`config.mk`:
```
export PLATFORM = sky130hd
export DESIGN_NAME = elastic_pipe
export DESIGN_NICKNAME = d
export VERILOG_FILES = /design/src/rtl/elastic_pipe.sv
export SDC_FILE = /design/constraint.sdc
export NUM_CORES = 1
export LEC_CHECK = 0
export BUFFER_PORTS_ARGS = -buffer_cell sky130_fd_sc_hd__buf_2
export CAP_MARGIN = 0
export CORE_MARGIN = 4
export CORE_UTILIZATION = 50
export CTS_CLUSTER_DIAMETER = 80
export DETAILED_ROUTE_END_ITERATION = 10
export GPL_ROUTABILITY_DRIVEN = 0
export GPL_TIMING_DRIVEN = 0
export PLACE_DENSITY = 0.72
export SLEW_MARGIN = 20
export SYNTH_ARGS = -nofsm -noshare
export SYNTH_HDL_FRONTEND = slang
export SYNTH_SLANG_ARGS = --single-unit
export TNS_END_PERCENT = 10
```
`constraint.sdc`:
```
create_clock -name clk -period 4.68 [get_ports clk]
set_input_delay 0 -clock clk [delete_from_list [all_inputs] [get_ports clk]]
set_output_delay 0 -clock clk [all_outputs]
set_load 0.005 [all_outputs]
```
`src/rtl/elastic_pipe.sv`:
```
// elastic_pipe
// Multi-stage register pipeline with valid/ready flow control between the
// I/O pins and internal logic. Each stage holds one word. A combinational
// ready chain lets empty stages (bubbles) be filled while the stages ahead
// of them are stalled. A synchronous flush discards every held word.
//
// Optional feature macro: ELASTIC_PIPE_OCC_EN
//   defined   -> occupancy is a registered count of valid stages
//   undefined -> occupancy is tied to zero and no counter is built
//
// Stage 0 is the input side and stage STAGES-1 is the output side.

module elastic_pipe #(
    parameter int WIDTH  = 8,
    parameter int STAGES = 2
) (
    input  logic                        clk,
    input  logic                        rst,
    input  logic [WIDTH-1:0]            in_data,
    input  logic                        in_valid,
    output logic                        in_ready,
    output logic [WIDTH-1:0]            out_data,
    output logic                        out_valid,
    input  logic                        out_ready,
    input  logic                        flush,
    output logic [$clog2(STAGES+1)-1:0] occupancy
);

    localparam int OCC_W = $clog2(STAGES+1);

    logic [WIDTH-1:0]  data_q [STAGES];
    logic [STAGES-1:0] v_q;
    logic [STAGES-1:0] rdy;

    // Ready chain: a stage can load when it is empty or when the stage ahead
    // of it can load. A running variable is used so that no bit of rdy
    // depends on another bit of rdy.
    always_comb begin
        logic chain;
        rdy   = '0;
        chain = out_ready;
        for (int i = STAGES-1; i >= 0; i--) begin
            chain  = !v_q[i] || chain;
            rdy[i] = chain;
        end
    end

    assign in_ready  = rdy[0] && !flush;
    assign out_valid = v_q[STAGES-1] && !flush;
    assign out_data  = data_q[STAGES-1];

    // Stage registers: every ready stage takes the contents of the stage
    // behind it; data only moves when a real word moves, so empty shifts
    // leave the old data in place.
    always_ff @(posedge clk) begin
        if (rst) begin
            v_q <= '0;
            for (int i = 0; i < STAGES; i++) begin
                data_q[i] <= '0;
            end
        end else if (flush) begin
            v_q <= '0;
        end else begin
            if (rdy[0]) begin
                v_q[0] <= in_valid;
                if (in_valid) begin
                    data_q[0] <= in_data;
                end
            end
            for (int i = 1; i < STAGES; i++) begin
                if (rdy[i]) begin
                    v_q[i] <= v_q[i-1];
                    if (v_q[i-1]) begin
                        data_q[i] <= data_q[i-1];
                    end
                end
            end
        end
    end

`ifdef ELASTIC_PIPE_OCC_EN
    logic             in_xfer;
    logic             out_xfer;
    logic [OCC_W-1:0] occ_q;

    assign in_xfer  = in_valid && in_ready;
    assign out_xfer = out_valid && out_ready;

    // Occupancy counter: tracks accepted minus emitted words; a simultaneous
    // accept and emit leaves it unchanged.
    always_ff @(posedge clk) begin
        if (rst || flush) begin
            occ_q <= '0;
        end else begin
            case ({in_xfer, out_xfer})
                2'b10:   occ_q <= occ_q + OCC_W'(1);
                2'b01:   occ_q <= occ_q - OCC_W'(1);
                default: occ_q <= occ_q;
            endcase
        end
    end

    assign occupancy = occ_q;
`else
    assign occupancy = '0;
`endif

endmodule

```
== Word level (Yosys, flattened, before mapping) ==
Memories as Yosys holds them, arrays and structs flattened.
Cells that the tools add are included.

* Flip-flop bits (word level): 2
* Latch bits: 0
* RAM bits: 16
* Bits in read-only memories: 0
* Input bits: 13
* Output and inout bits: 12
* Word-level logic and storage cells: 27
* Memories: 1

* Add/subtract/negate cells: 0
* Multiply operators: 0
* Div/mod/pow operators: 0
* $lt $le $gt $ge: 0
* Equality and inequality tests: 0
* Shift operators: 0
* Mux-type cells: 14
* Bitwise operators: 2
* Reduce and logical (&&, ||, !) cells: 8

{| class="wikitable"
|+ Memories
! name !! depth !! width !! rd ports !! clocked after Yosys merged registers in !! wr ports !! RTL line !! RTL
|-
| data_q || 2 || 8 || 2 || 0 || 2 || 31 || <nowiki>logic [WIDTH-1:0] data_q [STAGES];</nowiki>
|}

{| class="wikitable"
|+ Operator list
! operator !! number
|-
| $mux W8 || 2
|-
| $mux W1 || 12
|-
| $logic_not A1 Y1 || 3
|-
| $logic_and A1 B1 Y1 || 2
|-
| $logic_or A1 B1 Y1 || 2
|-
| $or A1 B1 Y1 || 2
|-
| $reduce_or A2 Y1 || 1
|}

== Longest topological paths before layout ==
Gate-level depths: netlist (run 1).

* Word-level depth: 8
* Mapped depth: 4
* Gate-level depth less buffers: 2

== Least setup slack after synthesis (run 1) ==
Ideal clock, no wire load.

* Path kind: reg2reg
* From: reg v_q[0]
* To: mem data_q[0][0], enable pin
* Library setup time: 375 ps
* Data arrival time: 1,227 ps
* Required time: 4,305 ps
* Slack: 3,078 ps
* Stages on the path, launching flop included: 5
* Buffers on the path: 2
* Clock period less this slack: 1,602 ps
* Cells stage by stage: dfxtp_1 -> and3b_1 -> buf_2 -> buf_6 -> o21bai_1

{| class="wikitable"
|+ RTL lines
! what !! RTL line !! RTL
|-
| from (decl) || 32 || <nowiki>logic [STAGES-1:0] v_q;</nowiki>
|-
| from (signal assigned) || 65 || <nowiki>v_q[0] <= in_valid;</nowiki>
|-
| from (signal, indexed assignment) || 72 || <nowiki>v_q[i] <= v_q[i-1];</nowiki>
|-
| to (decl) || 31 ||
|}

==> results of run 1 <==
worst max-delay path: stages, from the launching register on:
cell      delay (ps)
dfxtp_1          350
and3b_1          160
buf_2            180
buf_6            170
o21bai_1         600
state kept, by name (all words and copies together), names as in the netlist:
register / count
data_q: 16
v_q: 2
logic make-up (layout without fill, tap and decap cells):
| family | count (synthesis) | after routing | share of synthesized area |
|---|---|---|---|
| and+or+nand+nor | 23 | 23 | 0.2591 |
| DFF | 18 | 18 | 0.5584 |
| buffers and inverters | 17 | 44 | 0.1450 |
| AOI/OAI and AO/OA | 4 | 4 | 0.03356 |
| other | 1 | 2 | 0.004023 |
worst paths after layout:
check             from           end  slack (ps)  cells past startpoint
max             v_q[0]  data_q[0][2]        2860                      4
min          out_ready        v_q[1]           3                      3
max reg2reg     v_q[0]  data_q[0][2]        2860                      4
min reg2reg     v_q[0]        v_q[1]         490                      2
metrics by stage:
stage | power, mW | std cells | instance area, µm² | hold slack (ps)
2_1_floorplan | 0.2160 | 64 | 935.9 | 31.10
3_3_place_gp | 0.2282 | 111 | 1077 | 255.4
3_5_place_dp | 0.2294 | 111 | 1077 | 267.2
4_1_cts | 0.3070 | 116 | 1114 | 4.851
5_1_grt | 0.3231 | 116 | 1114 | 29.85
6_report | 0.3051 | 116 | 1114 | 3.312
cells in the final DEF (no fill, tap or decap):
cell           netlist  final
buf_4               10     10
nand2b_1             2      2
clkbuf_4             0      3
clkinv_1             0      1
o21bai_1             1      1
nor4b_1              8      8
nor2_1               2      2
conb_1               1      2
or2_1                1      1
nor4b_4              1      1
dlygate4sd3_1        0      1
buf_12               1      1
inv_1                2      2
dfxtp_1              2      2
buf_2                2     24
a31o_2               1      1
buf_6                2      2
nor4b_2              7      7
and2b_1              1      1
and3b_1              1      1
a21oi_1              1      1
edfxtp_1            16     16
o21ba_2              1      1
cell type report:
cell class | count | area (µm²)
timing repair buffer | 23 | 120.1
multi-input combinational | 29 | 280.3
inverter | 2 | 7.507
clock inverter | 1 | 3.754
tap | 25 | 31.28
clock buffer | 3 | 22.52
fill | 142 | 631.9
sequential | 18 | 520.5
buffer | 15 | 127.6
metal layers:
layer  routed length [µm]  vias up  part of all wire  global-route usage
li1                     -      280                 -                   -
met1                  544      258              0.37              0.1491
met2                  781       21              0.53              0.2361
met3                   99        5             0.067             0.02915
met4                   53        0             0.036             0.09417
met5                    0        -                 0                   0
report_power, final:
part	internal, mW	total [mW]	switching (mW)
Clock	0.0311	0.0791	0.0480
Sequential	0.184	0.186	0.00210
Combinational	0.0222	0.0397	0.0175
what timing repair did:
item                      4_1_cts  5_1_grt
hold buffers                    1        0
hold endpoints to repair        1        0
resized for setup               0        0
==> reports/qor.yml, run 1 <==
synth_edf_count: 16
num_rows: 15
synth-seq-area-share: 0.5584
grt_pass1_vias: 542
synth_common_cells: "16 x edfxtp_1, 10 x buf_4, 8 x nor4b_1"
clock_latency_ps: 300
die_area_um2: 2619
io_pins: 25
final_layout_size_suffix_gt1_frac: 0.5495
relSlewSlack: 0.5128
leakage_nw: 0.4550
post-cts-setup-buffers: 0
setup_tns_ps: 0
end_kind: "flop"
critPathRequiredTime_ps: 4620
vias: 564
drtPass1Iterations: 3
arrival_ps: 1760
drtAntennaViolNets: 0
wl_per_cell_um: 12.74
hold_class: "input port to flop"
dieHeight_um: 51.18
clock_sinks: 18
cts-root-buf: "clkbuf_4"
rsz0062_at_grt: "false"
crit_type: "flop to flop"
port_buffers: 22
synth.most_common_cell: "edfxtp_1"
drt_wl_total_um: 1478
period_minus_slack_ps: 1825
nNetsFinal: 105
antenna_cells: 0
synth-seq-cells: 18
die_w_um: 51.18
core_area_um2: 1745
drc: 0
status: "finished clean"
grt_first_pass_wirelength_um: 2490
place_worst_setup_slack_ps: 2849
synthDistinctLibCells: 20
cts.htree.levels: 1
cts_buffers: 3
setup_viol: 0
viasPerCell: 4.862
yosys-top-cells-area: "edfxtp_1 52%, nor4b_2 11%, buf_4 8.1%"
tightest_slew_ps: 729.3
grt_overflow: 0
hpwl_um: 1031
syn_to_final_growth_pct: 19.46
ys.flop_type: "edfxtp_1"
cts_tree: "yes"
cp_max_fo: 10
powerDensity_nw_per_um2: 274.0
start_util: 0.5341
async_flop_share: 0
finalHoldViolations: 0
synthCells: 63
slew_violations: 0
grt_use_total: 0.1372
syn_area_um2: 932.1
yosysTopAreaCell: "edfxtp_1"
clock.fmax_mhz: 548.0
drt-initial-drc-count: 8
crit_path_start_kind: "flop"
clk_path_buf_depth: 2
antenna_found_initial: 0
post-route-period-util: 0.3899
yosys_warnings: 0
cap_viol_max_count: 0
finalWorstSetupSlack_ps: 2855
grt_max_degree: 11
syn_avg_cell_area_um2: 14.80
skew_ps: 3.236
synth_top_cell_area_share: 0.5154
fin_util: 0.6380
max-vdd-ir-drop_mv: 0.1664
clk_pin_slew_ps: 100
(Power assumes the default switching activity.)
==> run 2, diff against run 1 <==
==> constraint.sdc (replaced) <==
create_clock -name clk -period 1.9 [get_ports clk]
set_input_delay 0 -clock clk [delete_from_list [all_inputs] [get_ports clk]]
set_output_delay 0 -clock clk [all_outputs]
set_load 0.005 [all_outputs]
==> run 2 against run 1 <==
  * Wire length up 0.74%
  * Fmax up 15%
  * Global-route usage unchanged
  * Final area up 0.34%
  * Worst setup slack worse by 2500 ps
  * Via count up 0.18%
  * Sequential power up 150%
==> reports/qor.yml, run 2 (same netlist as run 1, synthesis figures left out) <==
nNetsFinal: 105
rsz0062_at_grt: "false"
max-vdd-ir-drop_mv: 0.4138
grt_max_degree: 11
antenna_cells: 0
syn_to_final_growth_pct: 19.87
cts.htree.levels: 1
hp-start: "out_ready"
grt_first_pass_wirelength_um: 2490
multiInputGateArea_um2: 284.0
crit_type: "flop to flop"
crit_path_start_kind: "flop"
skew_ps: 4.766
power.clock.fraction: 0.260
end_kind: "flop"
combPwrFrac: 0.131
seqCellArea_um2: 520.5
cp_max_fo: 10
largest_reg_flops: 16
final_cell_mix: "24 x buf_2, 16 x edfxtp_1, 10 x buf_4, 8 x nor4b_1, 7 x nor4b_2"
viasPerCell: 4.871
antenna_found_initial: 0
drtPass1Iterations: 4
finalHoldViolations: 0
rrSetupSlack_ps: 310
p_int_uw: 585.5
period_minus_slack_ps: 1588
whs_path_depth: 3
drtAntennaViolNets: 0
wl_per_cell_um: 12.84
reg2reg_depth: 4
largest_registers: "data_q: 16 flops, v_q: 2 flops"
hpwl_um: 1031
grt_use_total: 0.1372
setup_tns_ps: 0
vias: 565
drt-initial-drc-count: 6
seqPwrFrac: 0.610
dpl_cell_area_um2: 1077
slew_violations: 0
clock_sinks: 18
grt_pass1_vias: 542
critPathRequiredTime_ps: 1860
final_layout_size_suffix_gt1_frac: 0.5604
status: "finished clean"
design_area_um2: 1117
clk_path_buf_depth: 2
port_buffers: 22
drc: 0
grt_overflow: 0
num_rows: 15
crit_start: "v_q[0]"
core_area_um2: 1745
hold_end: "v_q[1]"
start_util: 0.5341
cts_buffers: 3
p_sw_frac: 0.2221
regMostFlops: "data_q"
powerDensity_nw_per_um2: 673.7
fill_cells: 141
die_w_um: 51.18
io_pins: 25
p_sw_uw: 167.2
clk_pin_slew_ps: 100
regToRegStartpoint: "v_q[0]"
p_total_uw: 752.7
final_common_cell: "buf_2"
drt_wl_total_um: 1489
cts_tree: "yes"
post-cts-setup-buffers: 0
die_area_um2: 2619
cts-root-buf: "clkbuf_4"
leakage_nw: 0.4568
setup_viol: 0
cap_viol_max_count: 0
clock_latency_ps: 300
hold_class: "input port to flop"
arrival_ps: 1540
dieHeight_um: 51.18
clock.fmax_mhz: 629.8
post-route-period-util: 0.8357
worstReg2RegEnd: "data_q[0][1]"
## run 2: worst max-delay path by stage
stage / endpoint / slack, ps / cells after the start
4_1_cts: data_q[0][4] / 50 / 4
2_1_floorplan: data_q[0][0] / 300 / 4
5_1_grt: data_q[0][1] / 230 / 4
3_3_place_gp: data_q[0][4] / 90 / 4
3_5_place_dp: data_q[0][4] / 70 / 4
6_report: data_q[0][1] / 310 / 4
## run 2: critical path: stages (launching register included)
cell,delay (ps)
dfxtp_1,340
and3b_1,160
buf_2,180
buf_6,170
o21bai_2,390
## run 2: power groups by stage
stage          clock [mW]  combinational (mW)  sequential (mW)
4_1_cts             0.198              0.0990            0.459
3_5_place_dp            0              0.0969            0.468
5_1_grt             0.228               0.108            0.461
6_report            0.195              0.0983            0.459
3_3_place_gp            0              0.0947            0.467
2_1_floorplan           0              0.0654            0.467
## run 2: cell type report
type                       count  area share
inverter                       2    0.006719
multi-input combinational     29      0.2542
clock inverter                 1    0.003359
timing repair buffer          23      0.1075
clock buffer                   3     0.02016
sequential                    18      0.4658
buffer                        15      0.1142
tap                           25     0.02800
## run 2: through the flow
stage | cells | worst slack [ps] | hold WS, ps | util
6_report | 116 | 312.3 | 3.270 | 0.6401
3_3_place_gp | 111 | 89.33 | 255.4 | 0.6172
5_1_grt | 116 | 225.4 | 29.85 | 0.6401
4_1_cts | 116 | 51.50 | 4.851 | 0.6380
3_5_place_dp | 111 | 68.99 | 267.2 | 0.6172
2_1_floorplan | 64 | 298.3 | 31.10 | -
## run 2: timing repair
action	4_1_cts	5_1_grt
endpoints found under the hold margin	1	0
endpoints found under the setup margin	0	8
hold buffers	1	0
gates resized for setup	0	1
## run 2: metal layers
metal	wire, µm	global-route usage	vias to the layer above
met1	544	0.1491	255
li1	-	-	280
met3	108	0.02915	5
met4	47	0.09417	0
met2	788	0.2361	25
met5	0	0	-
==> run 3, diff against run 2 <==
==> constraint.sdc (replaced) <==
create_clock -name clk -period 1.56 [get_ports clk]
set_input_delay 0 -clock clk [delete_from_list [all_inputs] [get_ports clk]]
set_output_delay 0 -clock clk [all_outputs]
set_load 0.005 [all_outputs]
==> run 3 against run 2 <==
  * Sequential share of layout area fell by 0.31 points
  * Final area rose by 0.67%
  * Worst hold slack improved by 20 ps
  * Combinational power rose by 24%
  * Register-to-register slack got worse by 240 ps
  * Sequential power rose by 22%
  * Cell count did not move
  * Worst setup slack got worse by 240 ps
  * Critical endpoint is now data_q[0][5]
  * Largest cell class unchanged
  * Highest routed layer unchanged
==> reports/qor.yml, run 3 (same netlist as run 1, synthesis figures left out) <==
status: "finished clean"
die_area_um2: 2619
drtPass1Iterations: 4
cts_tree: "yes"
gr-usage-met1: 0.1434
antenna_found_initial: 0
start_util: 0.5341
die_w_um: 51.18
largest_registers: "data_q: 16 flops, v_q: 2 flops"
clock.fmax_mhz: 672.2
rrSetupSlack_ps: 70
fill_cells: 136
place_worst_setup_slack_ps: -53.71
grt_overflow: 0
port_buffers: 22
grt.busiest_layer: "met2"
drtAntennaViolNets: 0
regMostFlops: "data_q"
skew_ps: 2.090
cts.htree.levels: 1
critPathRequiredTime_ps: 1550
slew_violations: 0
end_kind: "flop"
final_layout_size_suffix_gt1_frac: 0.5604
powerDensity_nw_per_um2: 823.4
rsz0062_at_grt: "true"
crit_type: "flop to flop"
cts_buffers: 3
nNetsFinal: 105
setup_viol: 0
cap_viol_max_count: 0
core_area_um2: 1745
grt.met3_usage: 0.03207
clk_path_buf_depth: 2
drc: 0
drt_wl_total_um: 1565
post-route-period-util: 0.9536
final_common_cell: "buf_2"
crit_path_start_kind: "flop"
drt-initial-drc-count: 10
p_total_uw: 926.2
period_minus_slack_ps: 1488
syn_to_final_growth_pct: 20.67
dpl_cell_area_um2: 1081
arrival_ps: 1470
grt_use_total: 0.1397
design_area_um2: 1125
cts-root-buf: "clkbuf_4"
holdWs_ps: 23.42
antenna_cells: 0
grt_max_degree: 11
vias: 574
grt_first_pass_wirelength_um: 2559
grt_pass1_vias: 576
leakage_nw: 0.4579
largest_reg_flops: 16
viasPerCell: 4.948
final_cell_mix: "24 x buf_2, 16 x edfxtp_1, 10 x buf_4, 8 x nor4b_1, 7 x nor4b_2"
clock_latency_ps: 300
num_rows: 15
finalHoldViolations: 0
clock_sinks: 18
clk_pin_slew_ps: 110
finalWorstSetupSlack_ps: 72.44
cp_max_fo: 10
wl_per_cell_um: 13.49
setup_tns_ps: 0
dieHeight_um: 51.18
io_pins: 25
met2_usage: 0.2489
max-vdd-ir-drop_mv: 0.6953
post-cts-setup-buffers: 0
hold_class: "input port to flop"
run 3: cell counts in the layout (fill, tap and decap cells not counted):
No cell type changed its count.
run 3: worst paths after layout:
kind         startpoint            to  cells after the start
max              v_q[0]  data_q[0][5]                      4
min           out_ready        v_q[1]                      3
max reg2reg      v_q[0]  data_q[0][5]                      4
min reg2reg      v_q[0]        v_q[1]                      2
run 3: cell type report:
type                       instances  area, µm²  area share
clock buffer                       3      22.52     0.02002
tap                               25      31.28     0.02781
buffer                            15      127.6      0.1135
multi-input combinational         29      291.5      0.2592
clock inverter                     1      3.754    0.003337
timing repair buffer              23      120.1      0.1068
sequential                        18      520.5      0.4627
inverter                           2      7.507    0.006674
run 3: critical path: stages, from the launching register on:
cell and delay [ps]:
dfxtp_1 350, and3b_1 170, buf_2 190, buf_6 180, o21bai_4 290
run 3: repair_timing:
action	in CTS	in global routing
endpoints found under the setup margin	8	1
cloned	0	0
hold endpoints to repair	1	0
gates resized for setup	1	0
hold buffers	1	0
run 3: report_power, final:
| group | switching (mW) | internal (mW) |
|---|---|---|
| Clock | 0.151 | 0.0933 |
| Combinational | 0.0539 | 0.0685 |
| Sequential | 0.00661 | 0.553 |
| Total | 0.212 | 0.715 |
run 3: layer usage:
metal,routed length [µm],vias up
met5,0,-
met4,45,0
met3,95,4
met2,822,18
met1,602,273
li1,-,279
run 3: metrics by stage:
step,utilization,cells
2_1_floorplan,-,64
3_3_place_gp,0.6194,111
3_5_place_dp,0.6194,111
4_1_cts,0.6444,116
5_1_grt,0.6444,116
6_report,0.6444,116
